<file path="src/rtl/fetch_pkg.sv">
// Shared types and constants for the instruction fetch front end.
package fetch_pkg;

    localparam int XLEN_DEF    = 32;
    localparam int PC_STEP_DEF = 4;
    localparam logic [31:0] NOP_INSTR = 32'h0000_0000;

    typedef enum logic [1:0] {
        ST_FETCH = 2'd0,
        ST_HOLD  = 2'd1,
        ST_DRAIN = 2'd2
    } fetch_state_e;

    function automatic logic [31:0] sat_inc32(input logic [31:0] v);
        return (v == 32'hFFFF_FFFF) ? v : v + 32'd1;
    endfunction

endpackage

</file>
<file path="src/rtl/if_id_reg.sv">
// IF/ID pipeline register: stall holds, flush and bubble insert a NOP, load captures fetch.
module if_id_reg
    import fetch_pkg::*;
#(
    parameter int XLEN = XLEN_DEF
) (
    input  logic            clk,
    input  logic            rst,
    input  logic            stall_i,
    input  logic            flush_i,
    input  logic            load_i,
    input  logic [XLEN-1:0] instr_i,
    input  logic [XLEN-1:0] pc_plus_i,
    output logic [XLEN-1:0] instr_o,
    output logic [XLEN-1:0] pc_plus_o,
    output logic            valid_o
);

    logic [XLEN-1:0] instr_q, instr_d;
    logic [XLEN-1:0] pc_plus_q, pc_plus_d;
    logic            valid_q, valid_d;

    always_comb begin
        instr_d   = instr_q;
        pc_plus_d = pc_plus_q;
        valid_d   = valid_q;
        if (stall_i) begin
            instr_d   = instr_q;
        end else if (flush_i) begin
            instr_d   = XLEN'(NOP_INSTR);
            valid_d   = 1'b0;
        end else if (load_i) begin
            instr_d   = instr_i;
            pc_plus_d = pc_plus_i;
            valid_d   = 1'b1;
        end else begin
            instr_d   = XLEN'(NOP_INSTR);
            valid_d   = 1'b0;
        end
    end

    always_ff @(posedge clk) begin
        if (rst) begin
            instr_q   <= '0;
            pc_plus_q <= '0;
            valid_q   <= 1'b0;
        end else begin
            instr_q   <= instr_d;
            pc_plus_q <= pc_plus_d;
            valid_q   <= valid_d;
        end
    end

    assign instr_o   = instr_q;
    assign pc_plus_o = pc_plus_q;
    assign valid_o   = valid_q;

endmodule

</file>
<file path="src/rtl/fetch_stage.sv">
// Fetch PC, single-outstanding imem handshake, stall buffering and redirect draining.
// Optional FETCH_STAT_EN adds saturating bubble/redirect counters.
module fetch_stage
    import fetch_pkg::*;
#(
    parameter int              XLEN     = XLEN_DEF,
    parameter logic [XLEN-1:0] RESET_PC = '0,
    parameter int              PC_STEP  = PC_STEP_DEF
) (
    input  logic            clk,
    input  logic            rst,
    input  logic            stallF,
    input  logic            stallD,
    input  logic            PCsrcD,
    input  logic [XLEN-1:0] PCBranchD,
    output logic            imem_req,
    output logic [XLEN-1:0] imem_addr,
    input  logic            imem_ready,
    input  logic [XLEN-1:0] imem_rdata,
    output logic [XLEN-1:0] InstrD,
    output logic [XLEN-1:0] PCPlus4D,
    output logic            validD,
`ifdef FETCH_STAT_EN
    output logic [31:0]     stat_bubbles,
    output logic [31:0]     stat_redirects,
`endif
    output logic            fetch_busy
);

    fetch_state_e    state_q, state_d;
    logic [XLEN-1:0] req_addr_q, req_addr_d;
    logic [XLEN-1:0] pending_pc_q, pending_pc_d;
    logic [XLEN-1:0] instr_buf_q, instr_buf_d;

    logic            redirect;
    logic            avail;
    logic            deliver;
    logic [XLEN-1:0] deliver_instr;
    logic [XLEN-1:0] pc_next;

    assign redirect      = PCsrcD & ~stallD;
    assign avail         = ((state_q == ST_FETCH) & imem_ready) | (state_q == ST_HOLD);
    assign deliver       = avail & ~stallF & ~redirect;
    assign deliver_instr = (state_q == ST_HOLD) ? instr_buf_q : imem_rdata;
    assign pc_next       = req_addr_q + XLEN'(PC_STEP);

    assign imem_req   = (state_q == ST_FETCH) | (state_q == ST_DRAIN);
    assign imem_addr  = req_addr_q;
    // Stall inputs are deliberately excluded so fetch_busy can feed stallF without a loop.
    assign fetch_busy = ((state_q == ST_FETCH) & ~imem_ready) | (state_q == ST_DRAIN);

    always_comb begin
        state_d      = state_q;
        req_addr_d   = req_addr_q;
        pending_pc_d = pending_pc_q;
        instr_buf_d  = instr_buf_q;
        case (state_q)
            ST_FETCH: begin
                if (imem_ready) begin
                    if (redirect) begin
                        req_addr_d = PCBranchD;
                    end else if (!stallF) begin
                        req_addr_d = pc_next;
                    end else begin
                        instr_buf_d = imem_rdata;
                        state_d     = ST_HOLD;
                    end
                end else if (redirect) begin
                    pending_pc_d = PCBranchD;
                    state_d      = ST_DRAIN;
                end
            end
            ST_HOLD: begin
                if (redirect) begin
                    req_addr_d = PCBranchD;
                    state_d    = ST_FETCH;
                end else if (!stallF) begin
                    req_addr_d = pc_next;
                    state_d    = ST_FETCH;
                end
            end
            ST_DRAIN: begin
                // A redirect landing with the stale response still wins over the older target.
                if (imem_ready) begin
                    req_addr_d = redirect ? PCBranchD : pending_pc_q;
                    state_d    = ST_FETCH;
                end else if (redirect) begin
                    pending_pc_d = PCBranchD;
                end
            end
            default: state_d = ST_FETCH;
        endcase
    end

    always_ff @(posedge clk) begin
        if (rst) begin
            state_q     <= ST_FETCH;
            req_addr_q  <= RESET_PC;
            instr_buf_q <= '0;
        end else begin
            state_q     <= state_d;
            req_addr_q  <= req_addr_d;
            instr_buf_q <= instr_buf_d;
        end
        pending_pc_q <= pending_pc_d;
    end

    if_id_reg #(.XLEN(XLEN)) u_if_id (
        .clk       (clk),
        .rst       (rst),
        .stall_i   (stallD),
        .flush_i   (redirect),
        .load_i    (deliver),
        .instr_i   (deliver_instr),
        .pc_plus_i (pc_next),
        .instr_o   (InstrD),
        .pc_plus_o (PCPlus4D),
        .valid_o   (validD)
    );

`ifdef FETCH_STAT_EN
    logic [31:0] bubbles_q, redirects_q;

    always_ff @(posedge clk) begin
        if (rst) begin
            bubbles_q   <= '0;
            redirects_q <= '0;
        end else begin
            if (!stallD && !redirect && !deliver) bubbles_q <= sat_inc32(bubbles_q);
            if (redirect) redirects_q <= sat_inc32(redirects_q);
        end
    end

    assign stat_bubbles   = bubbles_q;
    assign stat_redirects = redirects_q;
`endif

endmodule

</file>
<file path="config.mk">
export PLATFORM = sky130hd
export DESIGN_NAME = fetch_stage
export DESIGN_NICKNAME = d
export VERILOG_FILES = /design/src/rtl/fetch_pkg.sv /design/src/rtl/if_id_reg.sv /design/src/rtl/fetch_stage.sv
export SDC_FILE = /design/constraint.sdc
export NUM_CORES = 1
export LEC_CHECK = 0
export ABC_AREA = 1
export CORE_UTILIZATION = 52
export CTS_CLUSTER_DIAMETER = 200
export CTS_CLUSTER_SIZE = 20
export DETAILED_ROUTE_END_ITERATION = 12
export MAX_ROUTING_LAYER = met4
export PLACE_DENSITY = 0.88
export RECOVER_POWER = 100
export SKIP_LAST_GASP = 1
export SYNTH_ARGS = -nofsm -noshare
export SYNTH_HDL_FRONTEND = slang
export SYNTH_HIERARCHICAL = 1
export SYNTH_SLANG_ARGS = --single-unit
</file>
<file path="constraint.sdc">
create_clock -name clk -period 3 [get_ports clk]
set_input_delay 0.6 -clock clk [delete_from_list [all_inputs] [get_ports clk]]
set_output_delay 0.6 -clock clk [all_outputs]
set_load 0.05 [all_outputs]
</file>
==> After elaboration in Yosys (flattened, before gate mapping) <==
Cells that the tools add are included.
{ "totals": {"ff_bits": 163, "wordCells": 55} }
{ "op_classes": {"add_sub_neg": 1, "eq_ne": 8, "mux": 19, "bitwise_logic": 12, "n_reduce_logical": 8} }
{ "ops": {"columns": ["op", "count"], "rows": [
  ["32-bit 2-to-1 mux", 8],
  ["32-bit one-hot mux with 3 select lines", 1],
  ["32-bit by 3-bit adder with 32-bit output (second input constant)", 1],
  ["2-bit 2-to-1 mux", 7],
  ["3-bit inequality test (second input constant)", 4],
  ["2-bit one-hot mux with 3 select lines", 1],
  ["3-bit AND reduction", 2],
  ["1-bit AND", 5],
  ["5-bit AND reduction", 1],
  ["2-bit inequality test (second input constant)", 2],
  ["1-bit NOT", 4],
  ["4-bit AND reduction", 1],
  ["1-bit OR", 3],
  ["3-bit nonzero test", 1],
  ["2-bit by 1-bit equality test with 1-bit output (second input constant)", 1],
  ["2-bit equality test (second input constant)", 1],
  ["2-bit logical NOT", 1],
  ["1-bit 2-to-1 mux", 2],
  ["2-bit AND reduction", 1],
  ["2-bit OR reduction", 1]
]} }

==> Logic depth before layout (Yosys ltp) <==
Gate-level depths: netlist (run 1).
{ "logic_depth": {"depth_word": 7, "depth_mapped": 12, "ltp_nobuf": 12} }

==> By module <==
Netlist (run 1), hierarchy kept.
{ "modules_own_cells": {"columns": ["mod", "instances", "cells_each", "area_each_um2", "seq_area_each_um2"], "rows": [
  ["fetch_stage", 1, 784, 5592.9, 2282.2],
  ["if_id_reg", 1, 358, 2680.1, 1301.2]
]} }

==> Worst setup path before layout (run 1) <==
Ideal clock, no wire load.
{ "synth_path": {"path_kind": "input port to flip-flop", "start": "in imem_ready", "end": "reg u_if_id.instr_q[15], in the netlist u_if_id/instr_o[15]", "setup_time_ps": 132, "arrival_ps": 2243, "t_required_ps": 2868, "path_slack_ps": 625, "stages": 7, "n_path_buf": 3, "cell_sequence": "nor2_2 -> nor4_1 -> buf_2 -> buf_4 -> buf_4 -> nand3_2 -> a21oi_1"} }
{ "synth_via": {"elab_chain_cells": 6} }
{ "synth_lines": {"columns": ["item", "line_no", "source"], "rows": [
  ["start: declaration", "fetch_stage.sv:18", "input logic imem_ready,"],
  ["1-bit AND", "fetch_stage.sv:42", "assign avail = ((state_q == ST_FETCH) & imem_ready) | (state_q == ST_HOLD);"],
  ["1-bit OR", "fetch_stage.sv:42", null],
  ["1-bit AND (2 in a row)", "fetch_stage.sv:43", "assign deliver = avail & ~stallF & ~redirect;"],
  ["named net deliver", "fetch_stage.sv:37", "logic deliver;"],
  ["32-bit 2-to-1 mux", "if_id_reg.sv:32", "end else if (load_i) begin"],
  ["32-bit 2-to-1 mux", "if_id_reg.sv:29", "end else if (flush_i) begin"],
  ["end signal: assignment", "if_id_reg.sv:48", "instr_q <= instr_d;"],
  ["end: declaration", "if_id_reg.sv:19", "logic [XLEN-1:0] instr_q, instr_d;"]
]} }
The timed path passes the listed nets, and every way through them passes these cells.
A chain may end at the register's enable or synchronous reset.

==> Worst setup path after layout (run 1) <==
{ "layout_path": {"start": "reg state_q[1]", "end": "out fetch_busy"} }
{ "layout_via": {"elab_chain_cells": 3, "word_cells_on_any_way": 4} }
{ "layout_lines": {"columns": ["item", "line_no", "source"], "rows": [
  ["start: declaration", "fetch_stage.sv:30", "fetch_state_e state_q, state_d;"],
  ["start signal: assignment", "fetch_stage.sv:101", "state_q <= state_d;"],
  ["2-bit logical NOT", "fetch_stage.sv:50", "assign fetch_busy = ((state_q == ST_FETCH) & ~imem_ready) | (state_q == ST_DRAIN);"],
  ["1-bit AND", "fetch_stage.sv:50", null],
  ["1-bit OR (*)", "fetch_stage.sv:50", null],
  ["end: declaration", "fetch_stage.sv:27", "output logic fetch_busy"]
]} }
Every way passes the cells marked *; elsewhere a longest branch is shown, timed or not.

==> metrics.yaml, run 1 <==
status:
  status: "complete, no violations"
synthesis:
  netlist_area_um2: 8270
  synth_seq_cells: 163
  synthDistinctLibCells: 37
  yosysSeqAreaShare_pct: 43.3
  syn_inst: 1142
  yosys.area.top_type: "dfxtp_1"
  ys_warn_count: 6
  synth_fp_nets: 1213
  synth_top_area_share_pct: 31.7
  netlist_top_cells_area: "dfxtp_1, edfxtp_1, nand2_1, a21oi_1, inv_1"
  avgSynthCellArea_um2: 7.24
critical_path:
  worst-path-buf-inv: 1
  cp-end-kind: "primary output"
  arrival_ns: 1.92
  slowest_delay_ns: 0.51
  setup.worst_path.class: "reg2out"
  slowest_stage: "dfxtp_1"
  cp.depth: 3
  cp_cell_sequence: "nand2_1 > o21ai_0 > clkbuf_1"
  crit_fanout: 8
  startpoint_type: "flop"
  critPathRequiredTime_ns: 2.40
  cp_top_family: "flip-flops"
  r2r_cells: 7
power:
  ir_drop_v: 0.000481
  power-per-cell-area_nw_per_um2: 543
  leakage_uw: 0.00456
global_route:
  grt_pass1_wl_um: 36900
  grt_pass1_vias: 7380
  grt_max_degree: 98
  antenna_found_initial: 0
  grt_overflow_total: 0
  grt_usage_pct: 29.5
cells_and_area:
  area_delta_synth_final_pct: 27.1
  instances_no_fill: 1498
  final_util_pct: 68.4
  final_cell_mix: "nand2_1, inv_1, a21oi_1, dfxtp_1, nor2_1"
  fillers: 1268
  n_antenna_cell: 0
  nets: 1346
  drive_gt1_share_pct: 7.85
  layout_commonest_cell: "nand2_1"
cts:
  cts_buffer_depth: 2
  cts_tree: "done"
  root_buffer: "clkbuf_16"
  htree_levels: 4
  clk-insertion-delay-late_ns: 0.43
  path_clk_slew_ns: 0.06
  clock-sinks: 163
  post_cts_resized: 0
  cts_buffers: 17
  postCtsSetupBuffers: 0
  postCtsHoldBufs: 0
die:
  initial_core_util_pct: 53.8
  die_area_um2: 16400
  die_w_um: 128
  row_count: 45
  ios: 169
  core_area_um2: 15400
  fp.dieH_um: 128
drt:
  drt_iter0_drc: 912
  vias_per_cell: 5.34
  num_vias: 7996
  drc: 0
  first_pass_iters: 5
  ant_nets: 0
  drt_wl_total_um: 22800
  routedWlPerCell_um: 15.2
placed_design:
  port-buffer-count: 168
  place_inst: 1467
  place_hpwl_um: 15700
  gp_congestion: 0.952
sta:
  finalHoldViolations: 0
  setup_viol: 0
  rsz0062_at_grt: "no"
  drv_slew: 0
  relSlewSlack_pct: 26.0
  holdWs_ns: 0.445
  fmax_mhz: 397
  fin_crit_sh_pct: 84.1
  worst_pin_slew_ns: 1.11
  fin_skew_ns: 0.00798
  tns_ns: 0
  min_period_ns: 2.52
min_path:
  hp-class: "reg2reg"
  holdPathStages: 2
run:
  maxCapViolCount: 0
-- tightest hold or removal path: stages, from the launching register on --
cell	delay (ns)
dfxtp_1	0.30
inv_1	0.05
a21oi_1	0.05
-- power by group --
part	internal [uW]	switching [uW]	leakage, uW
clock	1230	880	0.000283
combinational	373	730	0.00289
sequential	2380	111	0.00139
total	3990	1720	0.00456
-- cells in the mapped netlist --
cell type / instances
edfxtp_1: 32
inv_1: 147
buf_4: 5
ha_1: 1
o211ai_1: 2
nor3b_1: 1
nor2_4: 6
a21oi_1: 132
nor2_2: 5
nand2_2: 5
nand2_1: 226
nand3b_1: 5
o31ai_1: 1
nor2_1: 118
a31oi_1: 6
buf_2: 29
a21oi_2: 1
and2_1: 3
a211oi_1: 21
xnor2_1: 5
xor2_1: 3
xor2_2: 7
o22ai_1: 2
inv_2: 2
nand3_1: 67
nand3_2: 9
or2_2: 27
clkbuf_1: 32
nand2_4: 1
nor4_1: 1
o21ai_1: 2
dfxtp_1: 131
o21ai_2: 1
nor2_8: 3
o21a_1: 1
buf_6: 6
o21ai_0: 96
-- state kept, by name (all words and copies together), names as in the netlist --
register,count
u_if_id/valid_o,1
u_if_id/instr_o,32
instr_buf_q,32
state_q,2
pending_pc_q,32
imem_addr,32
u_if_id/pc_plus_o,32
-- cells by family (layout without fill, tap and decap cells) --
group                      after synthesis  after routing  share of synthesized area [%]
buffers and inverters                  221            366                           11.2
adders and majority gates                1              1                          0.151
and+or+nand+nor                        477            477                           26.1
AOI/OAI and AO/OA                      265            265                           17.0
DFF                                    163            163                           43.3
xor gates and xnor gates                15             15                           2.22
-- cell type report --
type	count	area (um2)	area share, %
Timing Repair Buffer	186	1830	17.4
Tap cell	211	264	2.51
Multi-Input combinational cell	758	3720	35.3
Clock buffer	23	489	4.65
Inverter	149	559	5.32
Clock inverter	8	73.8	0.702
Sequential cell	163	3580	34.1
-- through the flow --
| stage | area (um2) | power, uW | setup slack (ns) |
|---|---|---|---|
| 4_1_cts | 10600 | 5730 | 0.595 |
| 3_3_place_gp | 10000 | 3640 | 0.595 |
| 2_1_floorplan | 8270 | 3270 | 0.625 |
| 5_1_grt | 10500 | 5910 | 0.291 |
| 6_report | 10500 | 5710 | 0.478 |
| 3_5_place_dp | 10000 | 3660 | 0.550 |
-- layer usage --
metal | part of all wire, % | global-route usage (%) | up-vias
met5 | 0 | - | -
met4 | 2.4 | 11.8 | 0
met3 | 7.2 | 4.63 | 51
met2 | 46 | 43.4 | 357
met1 | 45 | 40.6 | 3655
li1 | - | - | 3933
-- worst paths after layout --
check                    end             from  slack, ns
min          instr_buf_q[25]  instr_buf_q[25]       0.44
max               fetch_busy       state_q[1]       0.48
min reg2reg  instr_buf_q[25]  instr_buf_q[25]       0.44
max reg2reg     imem_addr[3]       state_q[1]       0.70
No activity file was read; power rests on OpenSTA's default activity.
==> inputs of run 2 (changes only) <==
Clock period 3 ns to 2.43 ns, I/O delays scaled along.
==> run 2 against run 1 <==
Against the previous run:
- total power grew 24%
- combinational power is 26% higher
- clock power increased by 24%
- first-iteration DRC count down 19%
- worst setup slack got worse by 0.39 ns
- clock skew decreased by 0.00065 ns
- wire length is 0.27% lower
- sequential share of layout area is 0.46 points lower
- critical path depth down 2
- global-route usage decreased by 0.11 points
- clock-buffer cell count unchanged
- largest power group unchanged
==> metrics.yaml, run 2 (synthesis gave the netlist of run 1 again) <==
cts:
  cts_buffer_depth: 2  # unchanged
  cts_tree: "done"
  cts_buffers: 17  # unchanged
  postCtsHoldBufs: 0  # unchanged
  root_buffer: "clkbuf_16"
  path_clk_slew_ns: 0.06  # about the same
  htree_levels: 4  # unchanged
  postCtsSetupBuffers: 0  # unchanged
  post_cts_resized: 0  # unchanged
  clk-insertion-delay-late_ns: 0.43  # about the same
  clock-sinks: 163  # unchanged
sta:
  rsz0062_at_grt: "no"
  fmax_mhz: 428
  drv_slew: 0  # unchanged
  worst_pin_slew_ns: 0.944  # -0.165 ns
  min_period_ns: 2.34
  fin_crit_sh_pct: 96.2
  fin_skew_ns: 0.00733  # -0.000651 ns
  finalHoldViolations: 0  # unchanged
  setup_viol: 0  # unchanged
  tns_ns: 0  # unchanged
  relSlewSlack_pct: 37.1  # +11 points
global_route:
  grt_overflow_total: 0  # unchanged
  grt_pass1_vias: 7506  # +1.7%
  grt_max_degree: 81  # -17%
  grt_pass1_wl_um: 36700  # -0.47%
  antenna_found_initial: 0  # unchanged
  grt_usage_pct: 29.4  # -0.11 points
critical_path:
  worst-path-buf-inv: 1  # unchanged
  slowest_delay_ns: 0.92  # +0.41 ns
  reg2reg_slack_ns: 0.51  # -0.19 ns
  cp-end-kind: "primary output"
  cp_top_family: "buffers and inverters"
  critPathRequiredTime_ns: 1.94  # -0.46 ns
  crit_fanout: 6  # -2
  setup.worst_path.class: "reg2out"
  startpoint_type: "flop"
  arrival_ns: 1.85  # -0.07 ns
  cp_cell_sequence: "dlygate4sd3_1"
  slowest_stage: "dlygate4sd3_1"
placed_design:
  gp_congestion: 0.998  # +4.8%
  port-buffer-count: 168  # unchanged
  place_hpwl_um: 15900  # +1.3%
  placed_area_um2: 10200  # +1.3%
run:
  maxCapViolCount: 0  # unchanged
status:
  status: "complete, no violations"
drt:
  vias_per_cell: 5.36  # +0.34%
  drt_wl_total_um: 22700  # -0.27%
  drc: 0  # unchanged
  first_pass_iters: 7  # +2
  routedWlPerCell_um: 15.1  # -0.93%
  drt_iter0_drc: 737  # -19%
  num_vias: 8077  # +1.0%
  ant_nets: 0  # unchanged
cells_and_area:
  final_cell_area_um2: 10700  # +1.4%
  nets: 1355  # +0.67%
  n_antenna_cell: 0  # unchanged
  fillers: 1247  # -1.7%
  layout_commonest_cell: "nand2_1"
  drive_gt1_share_pct: 8.56  # +0.71 points
  final_cell_mix: "nand2_1, inv_1, a21oi_1, dfxtp_1, nor2_1"
  area_delta_synth_final_pct: 28.8
die:
  initial_core_util_pct: 53.8  # unchanged
  die_area_um2: 16400  # unchanged
  die_w_um: 128  # unchanged
  row_count: 45  # unchanged
  fp.dieH_um: 128  # unchanged
  core_area_um2: 15400  # unchanged
  ios: 169  # unchanged
min_path:
  hp-class: "reg2reg"
power:
  p_total_uw: 7100  # +24%
  power-per-cell-area_nw_per_um2: 666  # +23%
  ir_drop_v: 0.000520  # +8.2%
  leakage_uw: 0.00464  # +1.7%
## run 2: cell types whose count changed in the layout (fill, tap and decap cells not counted), sizes merged
cell,change
dlygate4sd3,-1
clkdlybuf4s50,+1
inv,+1
buf,+9
## run 2: metal layers
metal  part of all wire [%]  track usage, %  up-vias
li1                       -               -     3945
met3                    8.3            5.84       63
met5                      0               -        -
met1                     44            38.1     3671
met2                     45            44.2      398
met4                    3.1            14.0        0
## run 2: final cells by class
cell class / instances / area, um2 / area share, %
repair buffers: 195 / 1970 / 18.5
well taps: 211 / 264 / 2.48
clock buffers: 23 / 499 / 4.68
flip-flops and latches: 163 / 3580 / 33.6
clock inverters: 9 / 73.8 / 0.693
inverters: 149 / 559 / 5.25
multi-input cells: 758 / 3710 / 34.8
## run 2: path summary, 6_finish.rpt
check             cells after the start               endpoint            from
hold reg to reg                       2         instr_buf_q[7]  instr_buf_q[7]
hold / removal                        2         instr_buf_q[7]  instr_buf_q[7]
setup / recovery                      1           imem_addr[5]    imem_addr[5]
setup reg to reg                     10  u_if_id/pc_plus_o[20]    imem_addr[3]
## run 2: where the power goes
part | total [uW] | leakage (uW) | switching (uW) | internal (uW)
Combinational | 1390 | 0.00296 | 902 | 491
Sequential | 3080 | 0.00139 | 136 | 2940
Clock | 2620 | 0.000293 | 1080 | 1540
Total | 7100 | 0.00464 | 2120 | 4980
## run 2: stage by stage
step / worst slack [ns] / util [%] / hold WS (ns) / cells
6_report: 0.0930 / 69.3 / 0.446 / 1508
2_1_floorplan: 0.169 / - / 0.425 / 1142
5_1_grt: 0.0663 / 69.3 / 0.468 / 1508
4_1_cts: 0.100 / 69.8 / 0.449 / 1508
3_3_place_gp: 0.217 / 66.1 / 0.431 / 1476
3_5_place_dp: 0.139 / 66.1 / 0.439 / 1476
